## config.mk

```make
export PLATFORM = sky130hd
export DESIGN_NAME = datamem_arbiter_flat
export DESIGN_NICKNAME = d
export VERILOG_FILES = /design/src/rtl/datamem_arbiter_pkg.sv /design/src/rtl/datamem_arbiter_if.sv /design/src/rtl/datamem_arbiter_rr_arb2.sv /design/src/rtl/datamem_arbiter.sv /design/src/flat_wrapper.sv
export SDC_FILE = /design/constraint.sdc
export NUM_CORES = 1
export LEC_CHECK = 0
export CAP_MARGIN = 20
export CORE_AREA = 2 2 115 117
export DETAILED_ROUTE_END_ITERATION = 6
export DIE_AREA = 0 0 117 119
export PLACE_DENSITY = 0.72
export SLEW_MARGIN = 15
export SYNTH_ARGS = -nofsm -noshare
export SYNTH_HDL_FRONTEND = slang
export SYNTH_SLANG_ARGS = --single-unit
```

## constraint.sdc

```tcl
create_clock -name clk -period 4.85 [get_ports clk]
set_clock_uncertainty 0.05 [all_clocks]
set_input_delay 1.455 -clock clk [delete_from_list [all_inputs] [get_ports clk]]
set_output_delay 1.455 -clock clk [all_outputs]
set_load 0.02 [all_outputs]
```

## src/rtl/datamem_arbiter_pkg.sv

```systemverilog
// Shared constants and request bundle for the two-master data memory arbiter.
package dmem_pkg;
    localparam int unsigned M0 = 0;
    localparam int unsigned M1 = 1;

    localparam int unsigned DMEM_WIDTH   = 32;
    localparam int unsigned DMEM_IDX_LSB = 2;
    localparam int unsigned DMEM_IDX_MSB = 6;

    typedef struct packed {
        logic                  we;
        logic [DMEM_WIDTH-1:0] addr;
        logic [DMEM_WIDTH-1:0] wdata;
    } dmem_req_t;
endpackage

```

## src/rtl/datamem_arbiter_if.sv

```systemverilog
// Per-master request/grant/response bundle; master drives the request, slave answers.
interface datamem_arbiter_if #(
    parameter int WIDTH = dmem_pkg::DMEM_WIDTH
);
    logic             req;
    logic             we;
    logic [WIDTH-1:0] addr;
    logic [WIDTH-1:0] wdata;
    logic             gnt;
    logic             rvalid;
    logic [WIDTH-1:0] rdata;
    logic             err;

    modport master (output req, we, addr, wdata, input  gnt, rvalid, rdata, err);
    modport slave  (input  req, we, addr, wdata, output gnt, rvalid, rdata, err);
endinterface

```

## src/rtl/datamem_arbiter_rr_arb2.sv

```systemverilog
// Two-way round-robin grant, combinational; last_gnt register moves on every granted edge.
// No backpressure of its own: an ungranted requester simply holds until selected.
module rr_arb2
    import dmem_pkg::*;
(
    input  logic       clk,
    input  logic       rst_n,
    input  logic [1:0] req,
    output logic [1:0] gnt
);
    logic last_gnt;

    always_comb begin
        gnt = 2'b00;
        case (req)
            2'b01:   gnt = 2'b01;
            2'b10:   gnt = 2'b10;
            // On contention the master that did not win last time goes next.
            2'b11:   gnt = (last_gnt == 1'(M1)) ? 2'b01 : 2'b10;
            default: gnt = 2'b00;
        endcase
    end

    always_ff @(posedge clk or negedge rst_n) begin
        if (!rst_n)
            last_gnt <= 1'(M1);
        else if (|gnt)
            last_gnt <= gnt[M1];
    end
endmodule

```

## src/rtl/datamem_arbiter.sv

```systemverilog
// Shares a single-ported word memory between two masters; one access per cycle, response 1 cycle after gnt.
// Ungranted master sees gnt=0 and holds its request; bad addresses answer err without touching memory.
module datamem_arbiter
    import dmem_pkg::*;
#(
    parameter int WIDTH   = DMEM_WIDTH,
    parameter int IDX_LSB = DMEM_IDX_LSB,
    parameter int IDX_MSB = DMEM_IDX_MSB
) (
    input  logic             clk,
    input  logic             rst_n,
    datamem_arbiter_if.slave m0,
    datamem_arbiter_if.slave m1,
    output logic [WIDTH-1:0] mem_address,
    output logic [WIDTH-1:0] mem_datain,
    output logic             mem_we,
    input  logic [WIDTH-1:0] mem_dataout
);
    logic [1:0]       req;
    logic [1:0]       gnt;
    logic             granted;
    logic             err_now;
    dmem_req_t        sel;
    logic [1:0]       rvalid_q;
    logic [1:0]       err_q;
    logic [WIDTH-1:0] rdata_q [2];

    assign req = {m1.req, m0.req};

    rr_arb2 u_arb (
        .clk   (clk),
        .rst_n (rst_n),
        .req   (req),
        .gnt   (gnt)
    );

    assign m0.gnt  = gnt[M0];
    assign m1.gnt  = gnt[M1];
    assign granted = |gnt;

    // With no grant the selected bundle is all zero, which also parks the memory bus at 0.
    always_comb begin
        sel = '0;
        if (gnt[M0])
            sel = '{we: m0.we, addr: m0.addr, wdata: m0.wdata};
        else if (gnt[M1])
            sel = '{we: m1.we, addr: m1.addr, wdata: m1.wdata};
    end

    assign err_now = (sel.addr[WIDTH-1:IDX_MSB+1] != '0) ||
                     (sel.addr[IDX_LSB-1:0] != '0);

    assign mem_address = sel.addr;
    assign mem_datain  = sel.wdata;
    assign mem_we      = granted & sel.we & ~err_now;

    always_ff @(posedge clk or negedge rst_n) begin
        if (!rst_n) begin
            rvalid_q   <= '0;
            err_q      <= '0;
            rdata_q[0] <= '0;
            rdata_q[1] <= '0;
        end else begin
            for (int i = 0; i < 2; i++) begin
                rvalid_q[i] <= gnt[i];
                err_q[i]    <= gnt[i] & err_now;
                rdata_q[i]  <= (gnt[i] & ~sel.we & ~err_now) ? mem_dataout : '0;
            end
        end
    end

    assign m0.rvalid = rvalid_q[M0];
    assign m0.err    = err_q[M0];
    assign m0.rdata  = rdata_q[M0];
    assign m1.rvalid = rvalid_q[M1];
    assign m1.err    = err_q[M1];
    assign m1.rdata  = rdata_q[M1];
endmodule

```

## src/flat_wrapper.sv

```systemverilog
// flat-port wrapper written by rule: the top's interface ports become plain ports
module datamem_arbiter_flat import dmem_pkg::*;
#(
    parameter int WIDTH   = DMEM_WIDTH,
    parameter int IDX_LSB = DMEM_IDX_LSB,
    parameter int IDX_MSB = DMEM_IDX_MSB
)
  (clk, rst_n, mem_address, mem_datain, mem_we, mem_dataout, m0_req, m0_we, m0_addr, m0_wdata, m0_gnt, m0_rvalid, m0_rdata, m0_err, m1_req, m1_we, m1_addr, m1_wdata, m1_gnt, m1_rvalid, m1_rdata, m1_err);
  datamem_arbiter_if #(.WIDTH(WIDTH)) m0_i ();
  datamem_arbiter_if #(.WIDTH(WIDTH)) m1_i ();
  input  logic clk;
  input  logic rst_n;
  output logic [WIDTH-1:0] mem_address;
  output logic [WIDTH-1:0] mem_datain;
  output logic mem_we;
  input  logic [WIDTH-1:0] mem_dataout;
  input wire logic [$bits(m0_i.req)-1:0] m0_req;
  input wire logic [$bits(m0_i.we)-1:0] m0_we;
  input wire logic [$bits(m0_i.addr)-1:0] m0_addr;
  input wire logic [$bits(m0_i.wdata)-1:0] m0_wdata;
  output wire logic [$bits(m0_i.gnt)-1:0] m0_gnt;
  output wire logic [$bits(m0_i.rvalid)-1:0] m0_rvalid;
  output wire logic [$bits(m0_i.rdata)-1:0] m0_rdata;
  output wire logic [$bits(m0_i.err)-1:0] m0_err;
  input wire logic [$bits(m1_i.req)-1:0] m1_req;
  input wire logic [$bits(m1_i.we)-1:0] m1_we;
  input wire logic [$bits(m1_i.addr)-1:0] m1_addr;
  input wire logic [$bits(m1_i.wdata)-1:0] m1_wdata;
  output wire logic [$bits(m1_i.gnt)-1:0] m1_gnt;
  output wire logic [$bits(m1_i.rvalid)-1:0] m1_rvalid;
  output wire logic [$bits(m1_i.rdata)-1:0] m1_rdata;
  output wire logic [$bits(m1_i.err)-1:0] m1_err;
  assign m0_i.req = m0_req;
  assign m0_i.we = m0_we;
  assign m0_i.addr = m0_addr;
  assign m0_i.wdata = m0_wdata;
  assign m0_gnt = m0_i.gnt;
  assign m0_rvalid = m0_i.rvalid;
  assign m0_rdata = m0_i.rdata;
  assign m0_err = m0_i.err;
  assign m1_i.req = m1_req;
  assign m1_i.we = m1_we;
  assign m1_i.addr = m1_addr;
  assign m1_i.wdata = m1_wdata;
  assign m1_gnt = m1_i.gnt;
  assign m1_rvalid = m1_i.rvalid;
  assign m1_rdata = m1_i.rdata;
  assign m1_err = m1_i.err;
  datamem_arbiter #(.WIDTH(WIDTH), .IDX_LSB(IDX_LSB), .IDX_MSB(IDX_MSB)) u_core (.clk(clk), .rst_n(rst_n), .m0(m0_i), .m1(m1_i), .mem_address(mem_address), .mem_datain(mem_datain), .mem_we(mem_we), .mem_dataout(mem_dataout));
endmodule
```

# ---- Word-level counts from Yosys, hierarchy flattened
# Cells that the tools add are included.
dict set report totals {
  reg_bits 69
  in_bits 166
}
dict set report op_classes {
  eq_ne 3
  n_reduce_logical 4
  mux 6
  n_bitwise 10
}
# op count
set ops {}
lappend ops {{$mux 65} 2}
lappend ops {{$mux 32} 2}
lappend ops {{$reduce_bool 25->1} 1}
lappend ops {{$and 1x1->1} 8}
lappend ops {{$pmux 2 s3} 1}
lappend ops {{$eq 2x2->1 const B} 2}
lappend ops {{$eq 2x1->1 const B} 1}
lappend ops {{$mux 2} 1}
lappend ops {{$not 1->1} 2}
lappend ops {{$reduce_bool 2->1} 1}
lappend ops {{$reduce_or 2->1} 1}
lappend ops {{$logic_or 1x1->1} 1}

# ---- Longest topological paths before layout
# Gate-level depths: netlist of run 1.
dict set report logic_depth {
  word_depth 9
  depth_mapped 7
  depth_no_buf 4
}

# ---- Hierarchy
# From an unflattened synthesis of run 1, not the netlist that was laid out.
dict set report unflattened {
  cells_unflattened 273
  area_unflattened_um2 3489.6
}
# mod area_per_inst_um2 instances seq_area_each_um2 cells_per_inst
set by_module_without_submodules {}
lappend by_module_without_submodules {datamem_arbiter 3434.5 1 1701.6 267}
lappend by_module_without_submodules {rr_arb2 55.1 1 26.3 6}

# ---- Least setup slack after synthesis of run 1
# Ideal clock, no wire load.
dict set report synth_path {
  path_type {input port to output port}
  from {in m1_addr[13]}
  to {out mem_we}
  required_time_ns 3.345
  arrival_ns 3.211
  path_buffers 1
  slack_ns 0.134
  stages 5
  cell_sequence {or4_1 -> o41ai_2 -> nand3_1 -> buf_4 -> nor4_1}
}
dict set report synth_between {
  elab_chain_len 6
}
# element line_no
set synth_rtl {}
lappend synth_rtl {{start, declared} flat_wrapper.sv:27} ;# input wire logic [$bits(m1_i.addr)-1:0] m1_addr;
lappend synth_rtl {{$mux 65} datamem_arbiter.sv:46} ;# else if (gnt[M1])
lappend synth_rtl {{$mux 65} datamem_arbiter.sv:44} ;# if (gnt[M0])
lappend synth_rtl {{$reduce_bool 25->1} datamem_arbiter.sv:50} ;# assign err_now = (sel.addr[WIDTH-1:IDX_MSB+1] != '0) ||
lappend synth_rtl {{$logic_or 1x1->1} datamem_arbiter.sv:50}
lappend synth_rtl {{$not 1->1} datamem_arbiter.sv:55} ;# assign mem_we = granted & sel.we & ~err_now;
lappend synth_rtl {{$and 1x1->1} datamem_arbiter.sv:55}
lappend synth_rtl {{end, declared} flat_wrapper.sv:15} ;# output logic mem_we;
# Every way passes these cells.

# ---- Worst setup path in the final report of run 1
dict set report layout_path {
  from {in m1_req}
  to {out mem_datain[7]}
}
dict set report layout_between {
  elab_chain_len 4
}
# element line_no
set layout_rtl {}
lappend layout_rtl {{start, declared} flat_wrapper.sv:25} ;# input wire logic [$bits(m1_i.req)-1:0] m1_req;
lappend layout_rtl {{$eq 2x2->1 or $eq 2x1->1 (tied branches)} datamem_arbiter_rr_arb2.sv:15} ;# case (req)
lappend layout_rtl {{$pmux 2 s3 *} datamem_arbiter_rr_arb2.sv:15}
lappend layout_rtl {{$mux 65} datamem_arbiter.sv:46}
lappend layout_rtl {{$mux 65 *} datamem_arbiter.sv:44}
lappend layout_rtl {{end, declared} flat_wrapper.sv:14} ;# output logic [WIDTH-1:0] mem_datain;
# Mark *: on every way between the ends. The rest lies on a longest branch, timed or not.

==> results.yml, run 1 <==
run_status:
  status: "complete, no violations"
cells_and_area:
  num-fill-cells: 1080
  syn_to_final_growth_pct: 99.67
  diodes: 0
  drive_gt1_share_pct: 14.40
  ff_latch_area_sq_mm: 0.001728
  layout.nets: 800
  multi_input_area_sq_mm: 0.001899
setup_path:
  rr_startpoint: "u_core.u_arb.last_gnt"
  r2r_cells: 6
  critPathArrivalTime_ps: 3280
  cpPeakStageDelay_ps: 560
  r2r_slack_ps: 2490
  worst-path-buf-inv: 3
  critPathKind: "input port to output pin"
  crit_chain: "clkdlybuf4s50_1, nand2b_1, and2_2, buf_4, a22o_1, clkdlybuf4s50_1"
  required_ps: 3350
  crit_fanout: 6
  crit_cells: 6
  crit_path_end_kind: "output pin"
  cp-start-kind: "input port"
  cp_slowest_cell: "clkdlybuf4s50_1"
  cp_top_family: "buffers and inverters"
  critical_path.most_common_cell: "clkdlybuf4s50_1"
  r2r_end: "u_core.m1.rdata[26]"
pwr:
  pwr-share-seq_pct: 30.3
  p_sw_share_pct: 29.02
  leakagePower_nw: 3.063
  switchingPower_mw: 0.5670
  clkPwrFrac_pct: 36.6
  cellInternalPower_mw: 1.387
  power_density_mw_per_mm2: 260.3
  vdd_drop_max_uv: 163.2
  combPwrFrac_pct: 33.1
global_routing:
  track_usage_pct: 22.93
  grt_start_max_net_pins: 67
  grt_pass1_vias: 4261
  grt_pass1_wl_microns: 24030
  grt_antenna_before_repair: 0
  grt-ovfl-total: 0
floorplan:
  die_y_microns: 119
  dieArea_sq_mm: 0.01392
  die_w_microns: 117
  start_util_pct: 29.20
  row_count: 42
  ios: 301
  core_sq_mm: 0.01287
sta:
  hold_viol_final: 0
  setup_viol: 0
  rsz0062_at_grt: "true"
  setup_tns_ps: 0
  setup_ws_ps: 60.63
  worst_pin_slew_ps: 854.6
  layout_min_cycle_time_ps: 4789
  fin_crit_sh_pct: 98.75
  slew_headroom_pct: 43.02
  fmax_ghz: 0.2088
  hold-worst-slack_ps: 466.3
  drv_slew: 0
logic_synthesis:
  syn_nets: 505
  yosys_warnings: 0
  ys_types: 27
  synthesis.area_sq_mm: 0.003760
  synth-edff-count: 0
  yosysTopAreaCell: "dfrtp_1"
  synthTopCellsByArea: "dfrtp_1, a22o_1, nand3b_1"
  synth-seq-cells: 69
  synth_top_area_share_pct: 45.26
  avgSynthCellArea_sq_um: 11.09
  synth.most_common_cell: "dfrtp_1"
  syn_inst: 339
  ys_top_cells_by_count: "dfrtp_1, nand3b_1, a22o_1"
  ys_async_sr_fraction_pct: 100.0
  synth_seq_area_share_pct: 45.96
  synthFlopType: "dfrtp_1"
detailed_routing:
  drcViolationCount: 0
  detail-route-antenna-nets: 0
  wl_met1_microns: 6274
  first_pass_iters: 4
  wl_microns: 16850
  dr.max_layer_used: "met4"
  drt_iter0_drc: 329
  num_vias: 4273
  wl_per_cell_microns: 20.67
  viasPerCell: 5.243
  wl_met2_microns: 8922
  wl_met3_microns: 1309
placement:
  io_buffers: 300
  dp_hpwl_microns: 12880
  post-place-ws_ps: -122.8
  gp_congestion: 0.8229
clock_tree:
  cts_tree: "built"
  cts.htree.levels: 3
  postCtsHoldBufs: 0
  clk_path_buf_depth: 2
  root_buffer: "clkbuf_16"
  numCtsBuffers: 9
  clock_sinks: 69
  clk_latency_ps: 330
  cts.clk_slew.worst_paths_ps: 50
min_path:
  hold_class: "register to register"
  hold_path_end: "u_core.u_arb.last_gnt"
  holdPathStages: 2
  min_from: "u_core.u_arb.last_gnt"
run:
  max_cap_viol_count: 0
==> kinds of logic after synthesis <==
family	after synthesis	share of synthesized area [%]
AOI/OAI and AO/OA	73	16.97
and+or+nand+nor	146	31.11
DFF	69	45.96
buffers and inverters	51	5.957
==> state kept, by name, indices dropped and copies added (netlist names) <==
register / cells
u_core.m1.rdata: 32
u_core.u_arb.last_gnt: 1
u_core.rvalid_q: 2
u_core.err_q: 2
u_core.m0.rdata: 32
==> final cells by class <==
class | instances | share of cell area, %
clock buffers | 13 | 3.467
multi-input cells | 220 | 25.30
clock inverters | 3 | 0.9000
repair buffers | 332 | 44.28
inverters | 2 | 0.1000
flip-flops and latches | 69 | 23.02
well taps | 176 | 2.933
==> per-stage QoR <==
step | util (%) | instance area, sq um | instances | power (mW)
2_1_floorplan | - | 3760 | 339 | 0.8768
4_1_cts | 57.50 | 7403 | 814 | 1.966
6_report | 58.31 | 7507 | 815 | 1.954
5_1_grt | 58.31 | 7507 | 815 | 2.024
3_3_place_gp | 54.72 | 7046 | 796 | 1.233
3_5_place_dp | 54.72 | 7046 | 796 | 1.240
==> power by group through the flow <==
| stage | sequential, mW | combinational [mW] | clock, mW |
|---|---|---|---|
| 3_5_place_dp | 0.602 | 0.638 | 0 |
| 2_1_floorplan | 0.613 | 0.264 | 0 |
| 3_3_place_gp | 0.602 | 0.631 | 0 |
| 6_report | 0.592 | 0.647 | 0.716 |
| 5_1_grt | 0.592 | 0.677 | 0.755 |
| 4_1_cts | 0.592 | 0.645 | 0.730 |
==> layer usage <==
metal | track usage (%) | vias up
met2 | 41.37 | 224
met1 | 25.75 | 2090
met4 | 7.721 | 0
met5 | 0 | -
li1 | - | 1937
met3 | 6.005 | 22
==> placed cells by master, fill, tap and decap left out, drive strengths merged <==
cell,count
dfstp,1
dlymetal6s2s,22
nand3b,64
a21o,2
nand3,1
o41ai,1
clkinvlp,1
o21ai,1
o21a,1
dfrtp,68
and2,2
o211ai,1
a21boi,1
a22oi,1
nand2b,1
clkdlybuf4s50,272
nor4,72
nor2,1
inv,2
nand4,2
dlygate4sd2,2
clkbuf,13
o41a,1
or4,4
a32oi,1
buf,36
bufinv,2
a22o,63
==> worst max path at each step <==
stage                     to  slack (ps)         from
2_1_floorplan         mem_we         130  m1_addr[13]
3_3_place_gp          mem_we        -140  m1_addr[29]
3_5_place_dp          mem_we        -120  m1_addr[13]
4_1_cts               mem_we         -20  m1_addr[13]
5_1_grt               mem_we         -30  m0_addr[14]
6_report       mem_datain[7]          60       m1_req
==> what timing repair did <==
| action | 4_1_cts | 5_1_grt |
|---|---|---|
| gates cloned | 1 | 0 |
| endpoints found under the hold margin | 0 | 0 |
| buffers inserted | 1 | 1 |
| setup endpoints to repair | 58 | 10 |
| pin swaps | 1 | 12 |
| gates resized for setup | 4 | 29 |
==> worst reg2reg max path, cell delays in order, from the launching register on <==
cell      delay, ps
dfstp_2         560
nand2b_1        170
and2_4          250
buf_4           150
o21a_2          160
buf_4           630
nor4_1          230
No activity file was read; power rests on OpenSTA's default activity.
==> inputs of run 2 (changes only) <==
Settings changed: RECOVER_POWER set to 25.
==> run 2 against run 1 <==
Effect of this change: first-iteration DRC count down 0.91%; worst hold slack about the same; global-route usage unchanged; fmax about the same; final area hardly changed; non-clock buffer count unchanged; critical path depth did not move; utilization hardly changed; sequential share of layout area about the same; combinational power about the same.
==> results.yml, run 2 (synthesized netlist as in run 1, its figures left out) <==
sta:
  fin_crit_sh_pct: 98.79
  rsz0062_at_grt: "true"
  setup_viol: 0
  fmax_ghz: 0.2087
  worst_pin_slew_ps: 1215
  hold-worst-slack_ps: 466.3
  layout_min_cycle_time_ps: 4791
  drv_slew: 0
  slew_headroom_pct: 19.00
  setup_tns_ps: 0
  hold_viol_final: 0
clock_tree:
  clk_path_buf_depth: 2
  cts.clk_slew.worst_paths_ps: 50
  cts_tree: "built"
  clock_sinks: 69
  cts.htree.levels: 3
  clk_latency_ps: 330
  numCtsBuffers: 9
  postCtsHoldBufs: 0
  root_buffer: "clkbuf_16"
pwr:
  cellInternalPower_mw: 1.387
  switchingPower_mw: 0.5658
  pwr-share-seq_pct: 30.3
  p_sw_share_pct: 28.98
  combPwrFrac_pct: 33.1
  vdd_drop_max_uv: 164.1
  power_density_mw_per_mm2: 260.2
  clkPwrFrac_pct: 36.6
  leakagePower_nw: 3.059
  p_total_mw: 1.952
global_routing:
  track_usage_pct: 22.93
  grt_pass1_vias: 4261
  grt_antenna_before_repair: 0
  grt_start_max_net_pins: 67
  grt_pass1_wl_microns: 24030
  grt-ovfl-total: 0
setup_path:
  critPathKind: "input port to output pin"
  crit_fanout: 6
  critPathArrivalTime_ps: 3290
  cp_top_family: "buffers and inverters"
  crit_path_end_kind: "output pin"
  cp-start-kind: "input port"
  cpPeakStageDelay_ps: 560
  critical_path.most_common_cell: "clkdlybuf4s50_1"
  required_ps: 3350
  worst-path-buf-inv: 3
  cp_slowest_cell: "clkdlybuf4s50_1"
  crit_chain: "clkdlybuf4s50_1, nand2b_1, and2_2, buf_4, a22o_1, clkdlybuf4s50_1"
floorplan:
  dieArea_sq_mm: 0.01392
  ios: 301
  row_count: 42
  die_y_microns: 119
  core_sq_mm: 0.01287
  start_util_pct: 29.20
  die_w_microns: 117
cells_and_area:
  final_cell_mix: "clkdlybuf4s50_1, dfrtp_1, nand3b_1"
  diodes: 0
  layout.nets: 800
  final_common_cell: "clkdlybuf4s50_1"
  syn_to_final_growth_pct: 99.57
  drive_gt1_share_pct: 14.24
detailed_routing:
  wl_per_cell_microns: 20.67
  drcViolationCount: 0
  first_pass_iters: 5
  detail-route-antenna-nets: 0
  drt_iter0_drc: 326
  viasPerCell: 5.240
  num_vias: 4271
  wl_microns: 16850
run_status:
  status: "complete, no violations"
placement:
  gp_congestion: 0.8229
  dp_hpwl_microns: 12880
  io_buffers: 300
run:
  max_cap_viol_count: 0
min_path:
  hold_class: "register to register"
run 2: cell types whose count changed in the layout (fill, tap and decap cells not counted):
cell	change
buf_2	-1
buf_4	-1
clkbuf_1	+1
clkbuf_2	+1
run 2: per-stage QoR:
stage | worst slack [ps] | area, sq um | utilization (%) | instances
after detailed placement | -122.8 | 7046 | 54.72 | 796
after global placement | -141.4 | 7046 | 54.72 | 796
final | 58.55 | 7503 | 58.28 | 815
after floorplan | 134.3 | 3760 | - | 339
after global routing | -26.20 | 7503 | 58.28 | 815
after CTS | -21.22 | 7403 | 57.50 | 814
run 2: worst paths after layout:
check	startpoint	endpoint	slack (ps)	cells after the start
setup / recovery	m1_req	mem_datain[7]	60	6
hold / removal	u_core.u_arb.last_gnt	u_core.u_arb.last_gnt	470	2
setup reg to reg	u_core.u_arb.last_gnt	u_core.m1.rdata[26]	2490	6
hold reg to reg	u_core.u_arb.last_gnt	u_core.u_arb.last_gnt	470	2
max in group asynchronous	rst_n	u_core.m0.rdata[27]	1700	2
min in group asynchronous	rst_n	u_core.m1.rdata[8]	1310	1
run 2: area by class of cell:
type,instances,area (sq um)
flip-flops and latches,69,1728
well taps,176,220.2
multi-input cells,220,1899
inverters,2,7.507
fillers,1082,5371
clock buffers,13,260.3
clock inverters,3,67.56
repair buffers,332,3321
run 2: per-layer routing:
| metal | global-route usage [%] | share of wire (%) | wire length [microns] | up-vias |
|---|---|---|---|---|
| li1 | - | - | - | 1939 |
| met1 | 25.75 | 37 | 6246 | 2079 |
| met2 | 41.37 | 53 | 8941 | 225 |
| met3 | 6.005 | 7.6 | 1282 | 28 |
| met4 | 7.721 | 2.2 | 376 | 0 |
| met5 | 0 | 0 | 0 | - |
run 2: what timing repair did:
action                                  in CTS  in global routing
endpoints found under the setup margin      58                 10
buffers inserted                             1                  1
gates cloned                                 1                  0
pin swaps                                    1                 12
resized for setup                            4                 29
run 2: worst register-to-register path: stages, from the launching register on:
cell,delay [ps]
dfstp_2,560
nand2b_1,170
and2_4,250
buf_4,150
o21a_2,160
buf_4,630
nor4_1,230
run 2: power groups by stage:
stage               registers, mW  clock network (mW)  logic [mW]
floorplan                   0.613                   0       0.264
finish                      0.592               0.714       0.647
CTS                         0.592               0.730       0.645
global route                0.592               0.755       0.676
global placement            0.602                   0       0.631
detailed placement          0.602                   0       0.638
